File: src/rtl/seq_mag_comp_if.sv
// Operand/result bundle for seq_mag_comp: start/a/b in, busy/done/gt/lt/eq out.
// fsm_state mirrors the comparator's state register for observation.
interface seq_mag_comp_if #(
  parameter int WIDTH = 16
);
  logic             start;
  logic [WIDTH-1:0] a;
  logic [WIDTH-1:0] b;
  logic             busy;
  logic             done;
  logic             gt;
  logic             lt;
  logic             eq;
  logic [1:0]       fsm_state;

  modport master (output start, a, b, input busy, done, gt, lt, eq, fsm_state);
  modport slave  (input start, a, b, output busy, done, gt, lt, eq, fsm_state);
endinterface

File: src/rtl/seq_mag_comp.sv
// Multi-cycle magnitude comparator: DIGIT bits per clock, MSB slice first, early exit.
// Optional SEQ_MAG_COMP_SIGNED_EN treats operands as two's complement.
//
// Handshake: start is sampled on the rising edge and accepted only in IDLE or
// DONE (busy==0); busy is high for every RUN cycle; done is high for exactly
// the one DONE cycle, from which gt/lt/eq are valid and held until the next DONE.
module seq_mag_comp #(
  parameter int WIDTH = 16,
  parameter int DIGIT = 4
) (
  input  logic           clk,
  input  logic           rst_n,
  seq_mag_comp_if.slave  bus
);
  localparam int NSLICE = WIDTH / DIGIT;
  localparam int CW     = $clog2(NSLICE) + 1;
  localparam logic [CW-1:0] LAST_SLICE = CW'(NSLICE - 1);

  localparam logic [1:0] S_IDLE = 2'd0;
  localparam logic [1:0] S_RUN  = 2'd1;
  localparam logic [1:0] S_DONE = 2'd2;

  logic [1:0]       state;
  logic [WIDTH-1:0] sh_a;
  logic [WIDTH-1:0] sh_b;
  logic [CW-1:0]    cnt;
  logic             gt_q;
  logic             lt_q;
  logic             eq_q;
  logic [WIDTH-1:0] cap_a;
  logic [WIDTH-1:0] cap_b;
  logic [DIGIT-1:0] top_a;
  logic [DIGIT-1:0] top_b;

`ifdef SEQ_MAG_COMP_SIGNED_EN
  // Flipping the sign bit maps two's-complement order onto unsigned order.
  localparam logic [WIDTH-1:0] SIGN_MASK = {1'b1, {(WIDTH-1){1'b0}}};
  assign cap_a = bus.a ^ SIGN_MASK;
  assign cap_b = bus.b ^ SIGN_MASK;
`else
  assign cap_a = bus.a;
  assign cap_b = bus.b;
`endif

  assign top_a = sh_a[WIDTH-1 -: DIGIT];
  assign top_b = sh_b[WIDTH-1 -: DIGIT];

  always_ff @(posedge clk or negedge rst_n) begin
    if (!rst_n) begin
      state <= S_IDLE;
      sh_a  <= '0;
      sh_b  <= '0;
      cnt   <= '0;
      gt_q  <= 1'b0;
      lt_q  <= 1'b0;
      eq_q  <= 1'b0;
    end else begin
      case (state)
        S_IDLE, S_DONE: begin
          if (bus.start) begin
            sh_a  <= cap_a;
            sh_b  <= cap_b;
            cnt   <= '0;
            state <= S_RUN;
          end else begin
            state <= S_IDLE;
          end
        end
        S_RUN: begin
          if (top_a > top_b) begin
            {gt_q, lt_q, eq_q} <= 3'b100;
            state              <= S_DONE;
          end else if (top_a < top_b) begin
            {gt_q, lt_q, eq_q} <= 3'b010;
            state              <= S_DONE;
          end else if (cnt == LAST_SLICE) begin
            {gt_q, lt_q, eq_q} <= 3'b001;
            state              <= S_DONE;
          end else begin
            // Equal slice so far: expose the next lower slice at the top.
            sh_a <= sh_a << DIGIT;
            sh_b <= sh_b << DIGIT;
            cnt  <= cnt + CW'(1);
          end
        end
        default: state <= S_IDLE;
      endcase
    end
  end

  assign bus.busy      = (state == S_RUN);
  assign bus.done      = (state == S_DONE);
  assign bus.gt        = gt_q;
  assign bus.lt        = lt_q;
  assign bus.eq        = eq_q;
  assign bus.fsm_state = state;
endmodule
File: src/flat_wrapper.sv
// flat-port wrapper written by rule: the top's interface ports become plain ports
module seq_mag_comp_flat 
#(
  parameter int WIDTH = 16,
  parameter int DIGIT = 4
)
  (clk, rst_n, bus_start, bus_a, bus_b, bus_busy, bus_done, bus_gt, bus_lt, bus_eq, bus_fsm_state);
  seq_mag_comp_if #(.WIDTH(WIDTH)) bus_i ();
  input  logic clk;
  input  logic rst_n;
  input wire logic [$bits(bus_i.start)-1:0] bus_start;
  input wire logic [$bits(bus_i.a)-1:0] bus_a;
  input wire logic [$bits(bus_i.b)-1:0] bus_b;
  output wire logic [$bits(bus_i.busy)-1:0] bus_busy;
  output wire logic [$bits(bus_i.done)-1:0] bus_done;
  output wire logic [$bits(bus_i.gt)-1:0] bus_gt;
  output wire logic [$bits(bus_i.lt)-1:0] bus_lt;
  output wire logic [$bits(bus_i.eq)-1:0] bus_eq;
  output wire logic [$bits(bus_i.fsm_state)-1:0] bus_fsm_state;
  assign bus_i.start = bus_start;
  assign bus_i.a = bus_a;
  assign bus_i.b = bus_b;
  assign bus_busy = bus_i.busy;
  assign bus_done = bus_i.done;
  assign bus_gt = bus_i.gt;
  assign bus_lt = bus_i.lt;
  assign bus_eq = bus_i.eq;
  assign bus_fsm_state = bus_i.fsm_state;
  seq_mag_comp #(.WIDTH(WIDTH), .DIGIT(DIGIT)) u_core (.clk(clk), .rst_n(rst_n), .bus(bus_i));
endmodule
File: config.mk
export PLATFORM = sky130hd
export DESIGN_NAME = seq_mag_comp_flat
export DESIGN_NICKNAME = d
export VERILOG_FILES = /design/src/rtl/seq_mag_comp_if.sv /design/src/rtl/seq_mag_comp.sv /design/src/flat_wrapper.sv
export SDC_FILE = /design/constraint.sdc
export NUM_CORES = 1
export LEC_CHECK = 0
export CORE_ASPECT_RATIO = 1.2
export CORE_MARGIN = 10
export CORE_UTILIZATION = 25
export CTS_CLUSTER_SIZE = 28
export DETAILED_ROUTE_END_ITERATION = 10
export SLEW_MARGIN = 20
export SYNTH_ARGS = -nofsm -noshare
export SYNTH_HDL_FRONTEND = slang
export SYNTH_SLANG_ARGS = --single-unit
File: constraint.sdc
create_clock -name clk -period 3 [get_ports clk]
set_input_delay 0.3 -clock clk [delete_from_list [all_inputs] [get_ports clk]]
set_output_delay 0.3 -clock clk [all_outputs]
set_load 0.01 [all_outputs]
==> results of run 1 <==
-- power by group --
part | switching [W] | internal (W) | total [W] | leakage [nW]
Sequential | 0.000118 | 0.000763 | 0.000881 | 0.489
Clock | 0.000188 | 0.000294 | 0.000481 | 0.0645
Combinational | 0.000423 | 0.000417 | 0.000840 | 0.651
Total | 0.000729 | 0.00147 | 0.00220 | 1.20
-- worst max-delay path by stage --
| stage | startpoint | to | slack [ps] | depth (start not counted) |
|---|---|---|---|---|
| 3_3_place_gp | u_core.sh_a[14] | u_core.sh_a[15] | 750 | 6 |
| 2_1_floorplan | u_core.sh_a[15] | u_core.sh_a[10] | 940 | 6 |
| 3_5_place_dp | u_core.sh_a[14] | u_core.sh_a[8] | 710 | 6 |
| 6_report | u_core.sh_a[15] | u_core.sh_a[8] | 710 | 6 |
| 4_1_cts | u_core.sh_a[15] | u_core.sh_a[8] | 690 | 6 |
| 5_1_grt | u_core.sh_b[15] | u_core.sh_b[6] | 590 | 7 |
-- sequential cells by signal, summed over array words and instances, names as in the netlist --
| name | cells |
|---|---|
| u_core.sh_a | 16 |
| u_core.bus.lt | 1 |
| u_core.bus.eq | 1 |
| u_core.sh_b | 16 |
| u_core.bus.fsm_state | 2 |
| u_core.bus.gt | 1 |
| u_core.cnt | 3 |
-- metrics by stage --
| step | cell area [um^2] | setup WS, ps | power [W] | std cells | hold slack [ps] |
|---|---|---|---|---|---|
| floorplan | 1988 | 941.7 | 0.001465 | 205 | 4.409 |
| global placement | 2489 | 754.8 | 0.001726 | 331 | 472.9 |
| detailed placement | 2489 | 710.0 | 0.001748 | 331 | 478.2 |
| CTS | 2615 | 693.4 | 0.002233 | 339 | 170.1 |
| global route | 2615 | 590.7 | 0.002369 | 339 | 205.6 |
| finish | 2615 | 708.0 | 0.002202 | 339 | 142.0 |
-- worst max-delay path: stages, from the launching register on --
cell	delay, ps
sky130_fd_sc_hd__dfrtp_1	390
sky130_fd_sc_hd__ha_1	320
sky130_fd_sc_hd__nand4_2	150
sky130_fd_sc_hd__a311o_1	410
sky130_fd_sc_hd__o21ai_4	340
sky130_fd_sc_hd__buf_12	210
sky130_fd_sc_hd__mux2_2	340
-- layer usage --
layer	vias up	share of wire
met5	-	0
met4	0	0.0080
met3	4	0.059
met2	31	0.46
met1	688	0.47
li1	753	-
-- area by class of cell --
class	instances	area [um^2]	share of cell area
sequential	40	1001	0.3828
inverter	7	26.28	0.01005
clock inverter	1	30.03	0.01148
timing repair buffer	44	440.4	0.1684
tap	92	115.1	0.04402
multi-input combinational	148	905.9	0.3464
clock buffer	7	96.34	0.03684
-- cell usage in the layout (no fill, tap or decap), types with 2 or more instances in the layout --
| master | n |
|---|---|
| sky130_fd_sc_hd__a21o_1 | 3 |
| sky130_fd_sc_hd__clkdlybuf4s50_1 | 40 |
| sky130_fd_sc_hd__nand2b_1 | 4 |
| sky130_fd_sc_hd__clkbuf_8 | 7 |
| sky130_fd_sc_hd__ha_1 | 6 |
| sky130_fd_sc_hd__a21oi_1 | 3 |
| sky130_fd_sc_hd__dfrtp_1 | 40 |
| sky130_fd_sc_hd__nor2b_1 | 2 |
| sky130_fd_sc_hd__nor2_1 | 2 |
| sky130_fd_sc_hd__nand2_1 | 80 |
| sky130_fd_sc_hd__mux2_1 | 4 |
| sky130_fd_sc_hd__inv_1 | 7 |
| sky130_fd_sc_hd__mux2i_1 | 9 |
| sky130_fd_sc_hd__o21ai_0 | 11 |
| sky130_fd_sc_hd__mux2_2 | 16 |
| sky130_fd_sc_hd__buf_4 | 2 |
-- synth_stat cells --
cell type / number
sky130_fd_sc_hd__nand2_1: 80
sky130_fd_sc_hd__dfrtp_1: 40
sky130_fd_sc_hd__mux2_2: 16
sky130_fd_sc_hd__o21ai_0: 11
sky130_fd_sc_hd__mux2i_1: 9
sky130_fd_sc_hd__inv_1: 7
sky130_fd_sc_hd__ha_1: 6
sky130_fd_sc_hd__clkbuf_1: 4
sky130_fd_sc_hd__mux2_1: 4
sky130_fd_sc_hd__nand2b_1: 4
sky130_fd_sc_hd__a21o_1: 3
sky130_fd_sc_hd__a21oi_1: 3
sky130_fd_sc_hd__buf_1: 2
sky130_fd_sc_hd__buf_2: 2
sky130_fd_sc_hd__buf_6: 2
sky130_fd_sc_hd__nor2_1: 2
sky130_fd_sc_hd__nor2b_1: 2
sky130_fd_sc_hd__a22oi_1: 1
sky130_fd_sc_hd__a311o_1: 1
sky130_fd_sc_hd__a311oi_1: 1
sky130_fd_sc_hd__a32o_1: 1
sky130_fd_sc_hd__nand3_1: 1
sky130_fd_sc_hd__nand4_2: 1
sky130_fd_sc_hd__o211ai_1: 1
sky130_fd_sc_hd__o21ai_4: 1
-- logic make-up (layout without fill, tap and decap cells) --
logic type / count (synthesis) / count (layout) / share of synthesized area
AO/OA/AOI/OAI: 23 / 23 / 0.07678
multiplexers: 29 / 29 / 0.1586
AND/OR/NAND/NOR: 90 / 90 / 0.1825
buffers and inverters: 17 / 59 / 0.04091
flip-flops: 40 / 40 / 0.5035
adder cells (fa/ha/maj): 6 / 6 / 0.03776
==> key figures, run 1 <==
Run status
  • Outcome: complete, no violations

Worst setup path
  • Critical register-to-register path endpoint: u_core.sh_a[8]
  • Type of the worst setup path: reg -> reg
  • Register-to-Register Path Depth: 6
  • R2R Setup Slk: 710 ps
  • Maximum fanout count along the critical path: 17
  • Startpoint of the worst-slack reg-to-reg timing path: u_core.sh_a[15]
  • Kind of start point of the critical path: flop
  • Setup crit end kind: flop
  • Required time at the worst-slack endpoint: 3180 ps
  • Arrival time at the worst endpoint: 2470 ps

Layout
  • Total Nets Final: 287
  • Share of the core filled with cells: 0.3393
  • Layout cell share with drive strength beyond 1: 0.1215
  • Antenna diode instance count: 0
  • Area growth from synthesis to final layout: 31.53%
  • Fillers: 801

Placement
  • Number of input and output port buffers inserted: 41
  • Post-DP HPWL: 3541 um
  • Routability congestion estimate from global placement: 0.7996

Logic synthesis
  • Synthesized netlist net count: 246
  • Seq/Total Area, Yosys: 0.5035
  • Number of synthesis warnings: 0
  • Average size of a mapped cell: 9.698 um^2
  • Number of standard cells after synthesis: 205
  • Post-synthesis instance area: 1988 um^2
  • Leading area contributor after synthesis: sky130_fd_sc_hd__dfrtp_1
  • Area fraction of the dominant cell type after synthesis: 0.5035
  • Flip-flop and latch count after synthesis: 40
  • Cell variety after synth: 25
  • Most area-consuming cells after synthesis: sky130_fd_sc_hd__dfrtp_1 (50%), sky130_fd_sc_hd__nand2_1 (15%), sky130_fd_sc_hd__mux2_2 (9.1%)

Route
  • 1st-pass router iterations: 4
  • Number of vias in the routed layout: 1476
  • Antenna viol nets, final: 0
  • DR WL/cell: 13.93 um
  • Initial detailed-routing violation count: 59
  • # DRC: 0
  • Per-cell via count in the routed design: 4.354
  • Wire length reported by the detailed router: 4723 um

Clock network
  • Buffers inserted during post-CTS setup optimization: 0
  • Largest buffer count on any clock path: 2
  • Source-to-sink clock delay at the later pin of the worst-skew pair: 290 ps
  • TritonCTS Buffers: 5
  • Number of hold-repair buffers added at the cts stage: 0
  • Clock-pin slew of the registers on the worst-case setup and hold paths: 80 ps
  • Cts repair resizes: 0
  • CTS tree: built
  • Maximum level of the CTS H-tree: 2
  • Root Driver: sky130_fd_sc_hd__clkbuf_8
  • Clock sink count: 40

Floorplan
  • Starting density of the core: 0.2580
  • Die Area: 11930 um^2
  • Die Height: 117.7 um
  • I/O Pins: 42
  • Number of placement rows: 35
  • X dimension of the die: 101.4 um
  • Placeable Area: 7707 um^2

Timing
  • Number of setup violations in the final report: 0
  • Final hold violation count: 0
  • Slew HR: 0.3974
  • Max-slew violation total from the final report: 0
  • Post-route minimum period: 2292 ps
  • Unrepaired setup endpoints after global routing: false
  • Post-Route Skew: 8.537 ps
  • Final worst path period share: 0.7640
  • Post-route setup TNS: 0 ps
  • Measured slew at the worst slew-check pin: 903.8 ps
  • Highest attainable clock frequency: 436.3 MHz

GRT
  • GRT Residual Overflow: 0
  • Initial antenna violation count: 0
  • Fraction of met3 tracks used by global routing: 0.03230
  • Pin count of the biggest net entering global routing: 41
  • Most used routing layer in global routing: met2
  • Met1 track demand over resource in global routing: 0.1019
  • Met2 track utilization from global routing: 0.1234
  • Wire length of the first global-routing pass: 7921 um
  • Via count of the first global-routing pass: 1667
  • Tot GR Track Use: 0.08031

Min path
  • Min-Delay Path Class: in -> async

Pwr
  • P per Cell Area: 842.2 nW/um^2
  • Cell leakage power: 1.204 nW
  • Maximum vdd drop: 0.3069 mV

Flow run
  • Number of violations of the max-capacitance limit: 0
Power figures use the tool's default switching activity.
==> inputs of run 2 (changes only) <==
==> constraint.sdc (replaced) <==
create_clock -name clk -period 1.9 [get_ports clk]
set_input_delay 0.19 -clock clk [delete_from_list [all_inputs] [get_ports clk]]
set_output_delay 0.19 -clock clk [all_outputs]
set_load 0.01 [all_outputs]
==> key figures, run 2 (synthesis results as in run 1) <==
Run status
  • Outcome: complete, but fails checks
  • Failing checks: negative setup slack

GRT
  • Wire length of the first global-routing pass: 8238 um
  • Initial antenna violation count: 0
  • Pin count of the biggest net entering global routing: 41
  • GRT Residual Overflow: 0
  • Tot GR Track Use: 0.08508
  • Via count of the first global-routing pass: 1645

Timing
  • Final worst-path setup slack: -115.3 ps
  • Final worst path period share: 1.061
  • Highest attainable clock frequency: 496.2 MHz
  • Post-Route Skew: 5.318 ps
  • Number of setup violations in the final report: 24
  • Post-route minimum period: 2015 ps
  • Final hold violation count: 0
  • Measured slew at the worst slew-check pin: 517.9 ps
  • Unrepaired setup endpoints after global routing: true
  • Max-slew violation total from the final report: 0
  • Slew HR: 0.6547

Route
  • # DRC: 0
  • Antenna viol nets, final: 0
  • Wire length reported by the detailed router: 4972 um
  • Routed met2 length: 2365 um
  • Initial detailed-routing violation count: 37
  • Routed length on met3: 203 um
  • Per-cell via count in the routed design: 4.383
  • Top routing layer in use: met4
  • DR WL/cell: 13.89 um
  • Sum of routed wire segments on met1: 2356 um
  • 1st-pass router iterations: 6
  • Number of vias in the routed layout: 1569

Worst setup path
  • Type of the worst setup path: reg -> reg
  • Arrival time at the worst endpoint: 2200 ps
  • Startpoint of the worst-slack reg-to-reg timing path: u_core.sh_a[13]
  • Required time at the worst-slack endpoint: 2080 ps
  • R2R Setup Slk: -120 ps
  • Kind of start point of the critical path: flop
  • Register-to-Register Path Depth: 6
  • Highest-delay cell along the critical path: sky130_fd_sc_hd__dfrtp_1
  • Critical path's largest stage delay: 410 ps
  • Setup crit end kind: flop
  • Cells along the critical path: ha_4 > nand2b_4 > a311o_1 > o21ai_4 > buf_12 > mux2_2
  • Maximum fanout count along the critical path: 16
  • Critical register-to-register path endpoint: u_core.sh_a[4]

Min path
  • Hold-critical path endpoint: u_core.sh_a[0]
  • Min-Delay Path Class: in -> reg
  • Worst Min Path Start: bus_a[0]
  • Hold path cells: 3

Floorplan
  • Placeable Area: 7707 um^2
  • I/O Pins: 42
  • Number of placement rows: 35
  • X dimension of the die: 101.4 um
  • Die Area: 11930 um^2
  • Starting density of the core: 0.2580
  • Die Height: 117.7 um

Clock network
  • CTS tree: built
  • Clock sink count: 40
  • Source-to-sink clock delay at the later pin of the worst-skew pair: 290 ps
  • Maximum level of the CTS H-tree: 2
  • Clock-pin slew of the registers on the worst-case setup and hold paths: 80 ps
  • Largest buffer count on any clock path: 2
  • Root Driver: sky130_fd_sc_hd__clkbuf_8
  • TritonCTS Buffers: 5

Layout
  • Top library cells by usage in the layout, fill and taps aside: sky130_fd_sc_hd__nand2_1 (80), sky130_fd_sc_hd__clkdlybuf4s50_1 (40), sky130_fd_sc_hd__dfrtp_1 (40)
  • Layout cell share with drive strength beyond 1: 0.2030
  • Antenna diode instance count: 0
  • Biggest regs: u_core.sh_a (16), u_core.sh_b (16), u_core.cnt (3)
  • Post-Layout Cell Count: 358
  • Fillers: 788
  • Most common cell after layout, fill and taps aside: sky130_fd_sc_hd__nand2_1
  • Total Nets Final: 306
  • Area growth from synthesis to final layout: 41.79%

Placement
  • Number of input and output port buffers inserted: 41
  • Post-DP HPWL: 3654 um
  • Routability congestion estimate from global placement: 0.7795
  • Cells after DPL: 346

Pwr
  • Cell leakage power: 1.307 nW
  • Maximum vdd drop: 0.4474 mV
  • Power Total: 0.003746 W
  • P per Cell Area: 1329 nW/um^2

Flow run
  • Number of violations of the max-capacitance limit: 0
## run 2: cell count changes in the layout (fill, tap and decap cells not counted), moves of 3 or more
cell | before | now
sky130_fd_sc_hd__ha_4 | 0 | 3
sky130_fd_sc_hd__mux2_2 | 16 | 8
sky130_fd_sc_hd__ha_1 | 6 | 2
sky130_fd_sc_hd__buf_4 | 2 | 18
sky130_fd_sc_hd__mux2_4 | 0 | 8
## run 2: area by class of cell
class | instances | area (um^2) | share of cell area
Sequential cell | 40 | 1001 | 0.3551
Clock inverter | 1 | 8.758 | 0.003107
Tap cell | 92 | 115.1 | 0.04083
Inverter | 7 | 26.28 | 0.009321
Clock buffer | 7 | 76.32 | 0.02708
Multi-Input combinational cell | 148 | 998.5 | 0.3542
Timing Repair Buffer | 63 | 593.1 | 0.2104
## run 2: report_power, final
group,internal (W),switching (W)
Clock,0.000263,0.000301
Sequential,0.00120,0.000199
Combinational,0.000988,0.000792
## run 2: worst max-delay path, delay by kind of cell, from the launching register on
kind	cells	cell delay, ps
AO/OA/AOI/OAI	2	610
adder cells (fa/ha/maj)	1	310
buffers and inverters	1	180
flip-flops	1	410
multiplexers	1	340
AND/OR/NAND/NOR	1	50
## run 2: worst max path at each step
stage | from | to | slack [ps] | cells after the start
global route | u_core.sh_a[13] | u_core.sh_b[6] | -190 | 6
floorplan | u_core.sh_a[13] | u_core.sh_a[10] | -130 | 6
detailed placement | u_core.sh_a[13] | u_core.sh_a[9] | -110 | 6
global placement | u_core.sh_a[13] | u_core.sh_a[6] | -80 | 6
CTS | u_core.sh_a[13] | u_core.sh_a[13] | -120 | 6
finish | u_core.sh_a[13] | u_core.sh_a[4] | -120 | 6
## run 2: repair_timing
item | CTS | global route
hold endpoints to repair | 40 | 0
resized for setup | 3 | 9
buffers inserted | 0 | 3
hold buffers | 1 | 0
endpoints found under the setup margin | 23 | 25
## run 2: metal layers
metal / vias to the layer above / global-route usage
met2: 30 / 0.1353
met5: - / 0
met4: 0 / 0.02356
met1: 744 / 0.1065
met3: 4 / 0.02701
li1: 791 / -
## run 2: through the flow
| stage | utilization | TNS, ps | setup slack [ps] | instance area, um^2 | hold slack, ps |
|---|---|---|---|---|---|
| after floorplan | - | -1789 | -128.6 | 2048 | -105.6 |
| after detailed placement | 0.3453 | -2161 | -112.5 | 2661 | 296.4 |
| after global routing | 0.3657 | -3937 | -194.8 | 2819 | 439.1 |
| after CTS | 0.3591 | -2238 | -120.1 | 2768 | 438.2 |
| after global placement | 0.3453 | -1375 | -76.23 | 2661 | 286.6 |
| final | 0.3657 | -2001 | -115.3 | 2819 | 443.5 |
